## src/rtl/div_result_buf.sv

```systemverilog
// div_result_buf: result FIFO and issue-credit tracker for the pipelined
// restoring divider. Each rdy strobe from the divider is captured into a
// DEPTH-entry FIFO presented on a valid/ready port. Because the divider cannot
// stall, can_issue is only high while every in-flight op has a guaranteed slot.
module div_result_buf #(
    parameter int N     = 5,
    parameter int DEPTH = 4,
    parameter int CW    = 3
) (
    input  logic          clk,
    input  logic          rst_n,
    input  logic          issue,
    input  logic          res_rdy,
    input  logic [N-1:0]  res_merchant,
    input  logic [N-1:0]  res_remainder,
    output logic          can_issue,
    output logic          out_valid,
    input  logic          out_ready,
    output logic [N-1:0]  out_merchant,
    output logic [N-1:0]  out_remainder,
    output logic [CW-1:0] fifo_cnt,
    output logic          overflow
);

    localparam int AW = $clog2(DEPTH);

    logic [2*N-1:0] mem [DEPTH];
    logic [AW-1:0]  wr_ptr;
    logic [AW-1:0]  rd_ptr;
    logic [CW-1:0]  in_flight;
    logic           push;
    logic           pop;
    logic           full;
    logic [CW:0]    credit_sum;

    // Handshake decode; a full FIFO still accepts a push when the head leaves
    // on the same edge, since the popped slot is reused.
    always_comb begin
        full       = (fifo_cnt == CW'(DEPTH));
        pop        = out_valid && out_ready;
        push       = res_rdy && (!full || pop);
        credit_sum = {1'b0, in_flight} + {1'b0, fifo_cnt};
    end

    assign out_valid = (fifo_cnt != '0);
    // Credits come from registered state only, so upstream sees a stable value.
    assign can_issue = (credit_sum < (CW+1)'(DEPTH));
    assign {out_merchant, out_remainder} = mem[rd_ptr];

    // One register bank per entry; only the slot under wr_ptr loads on push.
    generate
        for (genvar gi = 0; gi < DEPTH; gi++) begin : g_entry
            // Entry storage, cleared on reset so the data outputs start at 0.
            always_ff @(posedge clk or negedge rst_n) begin
                if (!rst_n) begin
                    mem[gi] <= '0;
                end else if (push && (wr_ptr == AW'(gi))) begin
                    mem[gi] <= {res_merchant, res_remainder};
                end
            end
        end
    endgenerate

    // Pointers and occupancy; pointers wrap naturally because DEPTH is 2^AW.
    always_ff @(posedge clk or negedge rst_n) begin
        if (!rst_n) begin
            wr_ptr   <= '0;
            rd_ptr   <= '0;
            fifo_cnt <= '0;
        end else begin
            if (push) wr_ptr <= wr_ptr + 1'b1;
            if (pop)  rd_ptr <= rd_ptr + 1'b1;
            if (push && !pop)      fifo_cnt <= fifo_cnt + 1'b1;
            else if (pop && !push) fifo_cnt <= fifo_cnt - 1'b1;
        end
    end

    // Sticky drop flag: a result arrived with no room and no pop to make room.
    always_ff @(posedge clk or negedge rst_n) begin
        if (!rst_n) begin
            overflow <= 1'b0;
        end else if (res_rdy && !push) begin
            overflow <= 1'b1;
        end
    end

    // Ops launched but not yet returned, saturating at both 0 and DEPTH.
    always_ff @(posedge clk or negedge rst_n) begin
        if (!rst_n) begin
            in_flight <= '0;
        end else begin
            case ({issue, res_rdy})
                2'b10: if (in_flight != CW'(DEPTH)) in_flight <= in_flight + 1'b1;
                2'b01: if (in_flight != '0)         in_flight <= in_flight - 1'b1;
                default: in_flight <= in_flight;
            endcase
        end
    end

endmodule

```

## config.mk

```make
export PLATFORM = sky130hd
export DESIGN_NAME = div_result_buf
export DESIGN_NICKNAME = d
export VERILOG_FILES = /design/src/rtl/div_result_buf.sv
export SDC_FILE = /design/constraint.sdc
export NUM_CORES = 1
export LEC_CHECK = 0
export CORE_ASPECT_RATIO = 0.7
export CORE_MARGIN = 5
export CORE_UTILIZATION = 60
export DETAILED_ROUTE_END_ITERATION = 10
export DONT_BUFFER_PORTS = 1
export PLACE_DENSITY_LB_ADDON = 0.15
export SETUP_SLACK_MARGIN = 0.05
export SLEW_MARGIN = 20
export SYNTH_ARGS = -nofsm -noshare
export SYNTH_HDL_FRONTEND = slang
export SYNTH_SLANG_ARGS = --single-unit
```

## constraint.sdc

```tcl
create_clock -name clk -period 2.94 [get_ports clk]
set_input_delay 0.735 -clock clk [delete_from_list [all_inputs] [get_ports clk]]
set_output_delay 0.735 -clock clk [all_outputs]
set_load 0.02 [all_outputs]
```

Yosys cells after proc, flatten, opt, wreduce, memory -nomap -nowiden --
Index checks and enable logic that the tools add are counted. Widths: inputs -> output; s select.
Word-level totals: flip-flop bits (word level) 51, bits of input ports 15, output and inout bits 16, word-level logic and storage cells 55
Operators by class: $add $sub $neg 7, order comparisons 2, equal/unequal tests 9, multiplexer cells 8, bitwise operators 1, reduce and logical (&&, ||, !) cells 19
Operators by type and width (number):
- $bmux 10 s2 | 1
- $mux 10 | 2
- $mux 3 | 4
- $logic_and 1x1->1 | 9
- $add 3x1->3 const B | 2
- $eq 2x2->1 const B | 3
- $pmux 3 s2 | 1
- $reduce_bool 3->1 | 2
- $sub 3x1->3 const B | 2
- $add 2x1->2 const B | 2
- $add 3x3->4 | 1
- $eq 2x1->1 const B | 2
- $lt 4x3->1 const B | 1
- $ne 2x2->1 const B | 2
- $reduce_bool 2->1 | 2
- $eq 3x3->1 const B | 1
- $ge 3x3->1 const B | 1
- $logic_not 1->1 | 3
- $ne 3x3->1 const B | 1
- $not 2->3 | 1
- $reduce_and 3->1 | 1
- $logic_not 2->1 | 1
- $logic_or 1x1->1 | 1

Logic depth before layout (Yosys ltp) --
word-level depth 8, depth in mapped cells 8, mapped depth without buffers 8

Least setup slack after synthesis --
OpenSTA, ideal clock, no wires.
kind reg-to-output, start register fifo_cnt[1], end output port can_issue, arrival 1.657 ns, data required time 2.205 ns, setup slack 0.548 ns, cell stages (with the launch flop) 4, path buffers 0, cells stage by stage dfrtp_1 ha_1 and3_2 nor4_1
On the way: word-level cells in the longest chain between the ends 2
Ends and longest elaborated chain:
- start, declared | RTL line 21 | output logic [CW-1:0] fifo_cnt,
- start signal, assigned | RTL line 73 | if (push && !pop) fifo_cnt <= fifo_cnt + 1'b1;
- start signal, assigned | RTL line 74 | else if (pop && !push) fifo_cnt <= fifo_cnt - 1'b1;
- $add 3x3->4 | RTL line 42 | credit_sum = {1'b0, in_flight} + {1'b0, fifo_cnt};
- $lt 4x3->1 | RTL line 47 | assign can_issue = (credit_sum < (CW+1)'(DEPTH));
- end, declared | RTL line 16 | output logic can_issue,
Every way passes these cells.

Final worst setup path --
Same ends and word-level chain as after synthesis.

==> tab_implementation.tex <==
\begin{tabular}{lr}
\hline
Metric & Value \\
\hline
\multicolumn{2}{l}{\textbf{STA}} \\
Setup violations, final & 0 \\
Share of the clock period used by the worst path & between 80\% and 90\% \\
Tightest Pin Transition & 0.6414 ns \\
Unrepaired setup endpoints after global routing & false \\
Maximum achievable frequency & roughly 400 MHz \\
Number of endpoints with negative hold slack in the final report & 0 \\
Worst clock skew & 0.005639 ns \\
Worst Hold Slack & between 0.1 and 0.15 ns \\
Aggregate negative setup slack & 0 ns \\
Max-slew violation count & 0 \\
Min Tclk post-route & $\sim$2.5 ns \\
Max-slew headroom & between 50\% and 60\% \\
\multicolumn{2}{l}{\textbf{Power}} \\
Part of the total power dissipated in the clock network & 12.6\% \\
Net switching power & between 1 and 1.5 mW \\
Worst VDD drop & 0.5406 mV \\
Sequential share of power & approximately 44\% \\
Power per cell area & approximately 1200 nW/um\^{}2 \\
Leak Pwr & about 1.1 nW \\
Internal power contribution & slightly below 2 mW \\
Switching share of power & between 30\% and 40\% \\
Share of power burned in combinational logic & between 40\% and 50\% \\
\multicolumn{2}{l}{\textbf{Worst setup path}} \\
Crit Path Class & flop to output pin \\
Maximum fanout along the worst path & 6 \\
Crit-path cells & ha\_1 > and3\_2 > nor4\_1 > buf\_4 \\
Highest cell delay on the worst timing path & about 0.60 ns \\
Buffering stage count on the worst path with inverters included & 1 \\
Crit path DAT & $\sim$1.8 ns \\
Crit-path slowest cell & sky130\_fd\_sc\_hd\_\_dfrtp\_1 \\
Worst Setup End Kind & output pin \\
Worst EP required & between 2 and 2.5 ns \\
Crit path launch type & flop \\
Family with the most delay on the worst path & flip-flops \\
\multicolumn{2}{l}{\textbf{Yosys}} \\
Gate count of the mapped netlist & 160 \\
Mean instance size in the synthesized netlist & between 15 and 20 sq um \\
Fraction of post-synthesis cell area in the top cell type by area & between 50\% and 60\% \\
Fraction of the yosys area taken by sequential cells & a little over half \\
Number of flip-flops and latches in the synthesized netlist & $\sim$50 \\
Post-synthesis cell type count & 26 \\
Top cells by area in the synthesized netlist & sky130\_fd\_sc\_hd\_\_dfrtp\_1 53\%, sky130\_fd\_sc\_hd\_\_mux2\_2 20\%, sky130\_fd\_sc\_hd\_\_mux4\_2 9.3\%, sky130\_fd\_sc\_hd\_\_ha\_1 4.7\%, sky130\_fd\_sc\_hd\_\_fa\_1 1.7\% \\
Biggest area consumer among synthesized cells & sky130\_fd\_sc\_hd\_\_dfrtp\_1 \\
Synthesized Nets & 186 \\
Ys Warns & 0 \\
Synth Cell Area & roughly 2400 sq um \\
\multicolumn{2}{l}{\textbf{Run status}} \\
Run status & complete, no violations \\
\multicolumn{2}{l}{\textbf{Min path}} \\
Worst hold path type & input pin to async pin \\
\multicolumn{2}{l}{\textbf{Clocking}} \\
Post-cts hold buffer count & 0 \\
\# H-tree levels & 2 \\
Number of gates resized after CTS & 0 \\
Clock latency on the worst-skew pair & around 0.30 ns \\
Clock Sink Count & 51 \\
CTS max path bufs & 2 \\
Total setup buffers inserted after CTS & 0 \\
Root buffer cell & sky130\_fd\_sc\_hd\_\_clkbuf\_8 \\
Clock tree from TritonCTS & built \\
Worst-path clk slew & 0.09 ns \\
Clock buffers created by TritonCTS & 5 \\
\multicolumn{2}{l}{\textbf{Global routing}} \\
Final global-route overflow total & 0 \\
Pin count of the biggest net entering global routing & 52 \\
Global-route wire length before repair & 7.638 mm \\
Total global routing track utilization & around 19\% \\
Number of antenna violations at the first check in global routing & 0 \\
Number of global-route vias before repair & approximately 1.5k \\
\multicolumn{2}{l}{\textbf{Floorplan}} \\
Initial core utilization & between 60\% and 70\% \\
Height of the die & between 60 and 70 microns \\
Die outline area & between 5000 and 6000 sq um \\
Number of top-level pins & 31 \\
Floorplan core area & roughly 4000 sq um \\
Row count & 19 \\
Die width & 85.79 microns \\
\multicolumn{2}{l}{\textbf{Place}} \\
Total of buffers placed on input and output ports & 0 \\
Final HPWL from detailed placement & roughly 3 mm \\
Placer Congestion & $\sim$0.74 \\
\multicolumn{2}{l}{\textbf{Layout}} \\
Leading cell type in the layout, fill and taps excluded & sky130\_fd\_sc\_hd\_\_dfrtp\_1 \\
Layout fillers & between 200 and 300 \\
Most frequent cells in the layout & 51 x sky130\_fd\_sc\_hd\_\_dfrtp\_1, 42 x sky130\_fd\_sc\_hd\_\_mux2\_2, 10 x sky130\_fd\_sc\_hd\_\_mux4\_2 \\
Number of antenna repair diodes & 0 \\
Number of nets at the end of the flow & 193 \\
Layout overhead on the synthesized area & 6.483\% \\
Final core area utilization & between 60\% and 70\% \\
Share of cells above drive strength 1 & roughly two fifths \\
\multicolumn{2}{l}{\textbf{Detailed routing}} \\
Total number of vias & roughly 1.3k \\
Starting DRT DRC Count & 43 \\
Drt total wl & approximately 4.3 mm \\
Average via count per standard cell & 6.036 \\
Routed wire per std cell & between 15 and 20 microns \\
Number of detailed-route iterations in the first pass & 4 \\
Routed Antenna Nets & 0 \\
Residual DRC count & 0 \\
\multicolumn{2}{l}{\textbf{Flow run}} \\
Max cap viols & 0 \\
\hline
\end{tabular}
cell usage after synthesis (all sizes together):
| master | n |
|---|---|
| mux2i | 1 |
| mux2 | 42 |
| nand3 | 1 |
| inv | 9 |
| ha | 9 |
| buf | 1 |
| nor2 | 8 |
| xor2 | 3 |
| o21ai | 2 |
| nor4b | 1 |
| fa | 2 |
| or3 | 1 |
| nor3 | 1 |
| dfrtp | 51 |
| o211ai | 1 |
| a22oi | 2 |
| xnor2 | 4 |
| nor4 | 1 |
| a211oi | 1 |
| nand4b | 1 |
| nand2 | 5 |
| and3 | 1 |
| a21o | 1 |
| clkbuf | 1 |
| mux4 | 10 |
final timing paths:
check	startpoint	to	slack [ns]	depth (start not counted)
max in group asynchronous	rst_n	mem[23]	2.72	0
min in group clk	mem[9]	mem[9]	0.51	1
hold / removal	rst_n	mem[10]	0.12	0
setup / recovery	fifo_cnt[1]	can_issue	0.43	4
setup reg to reg	fifo_cnt[0]	fifo_cnt[2]	0.49	8
hold reg to reg	mem[9]	mem[9]	0.51	1
stage by stage:
step                cell area [sq um]  cells  setup WS (ns)  power [mW]
floorplan                        2412    160         0.5475       2.436
global placement                 2484    212         0.5389       2.651
detailed placement               2484    212         0.4584       2.727
CTS                              2569    220         0.4110       3.113
global route                     2569    220         0.3131       3.314
finish                           2569    220         0.4314       3.069
flip-flops by register name (all words and copies together) (netlist names):
register,cells
rd_ptr,2
wr_ptr,2
in_flight,3
mem,40
overflow,1
fifo_cnt,3
metal layers:
metal	share of wire, %	vias to the layer above	track usage, %
li1	-	588	-
met1	46	711	26.09
met2	48	22	28.29
met3	4.7	7	5.208
met4	0.94	0	5.138
met5	0	-	0
cells by family (layout without fill, tap and decap cells):
group	count (synthesis)	after routing	synth area share, %
AOI/OAI and AO/OA	7	7	2.023
buffers and inverters	11	19	1.763
muxes	53	53	29.36
and+or+nand+nor	20	20	5.083
adders and majority gates	11	11	6.328
xor gates and xnor gates	7	7	2.542
DFF	51	51	52.90
cell type report:
class / instances / area, sq um / share of cell area, %
repair buffers: 2 / 15.01 / 0.5845
clock buffers: 6 / 72.57 / 2.825
inverters: 9 / 33.78 / 1.315
well taps: 52 / 65.06 / 2.533
clock inverters: 2 / 12.51 / 0.4871
flip-flops and latches: 51 / 1276 / 49.68
multi-input cells: 98 / 1094 / 42.57
power by group through the flow:
stage,registers (mW),clock network [mW],logic (mW)
2_1_floorplan,1.27,0,1.16
3_3_place_gp,1.35,0,1.30
3_5_place_dp,1.38,0,1.35
4_1_cts,1.36,0.401,1.35
5_1_grt,1.42,0.444,1.45
6_report,1.36,0.387,1.32
Power figures use the tool's default switching activity.
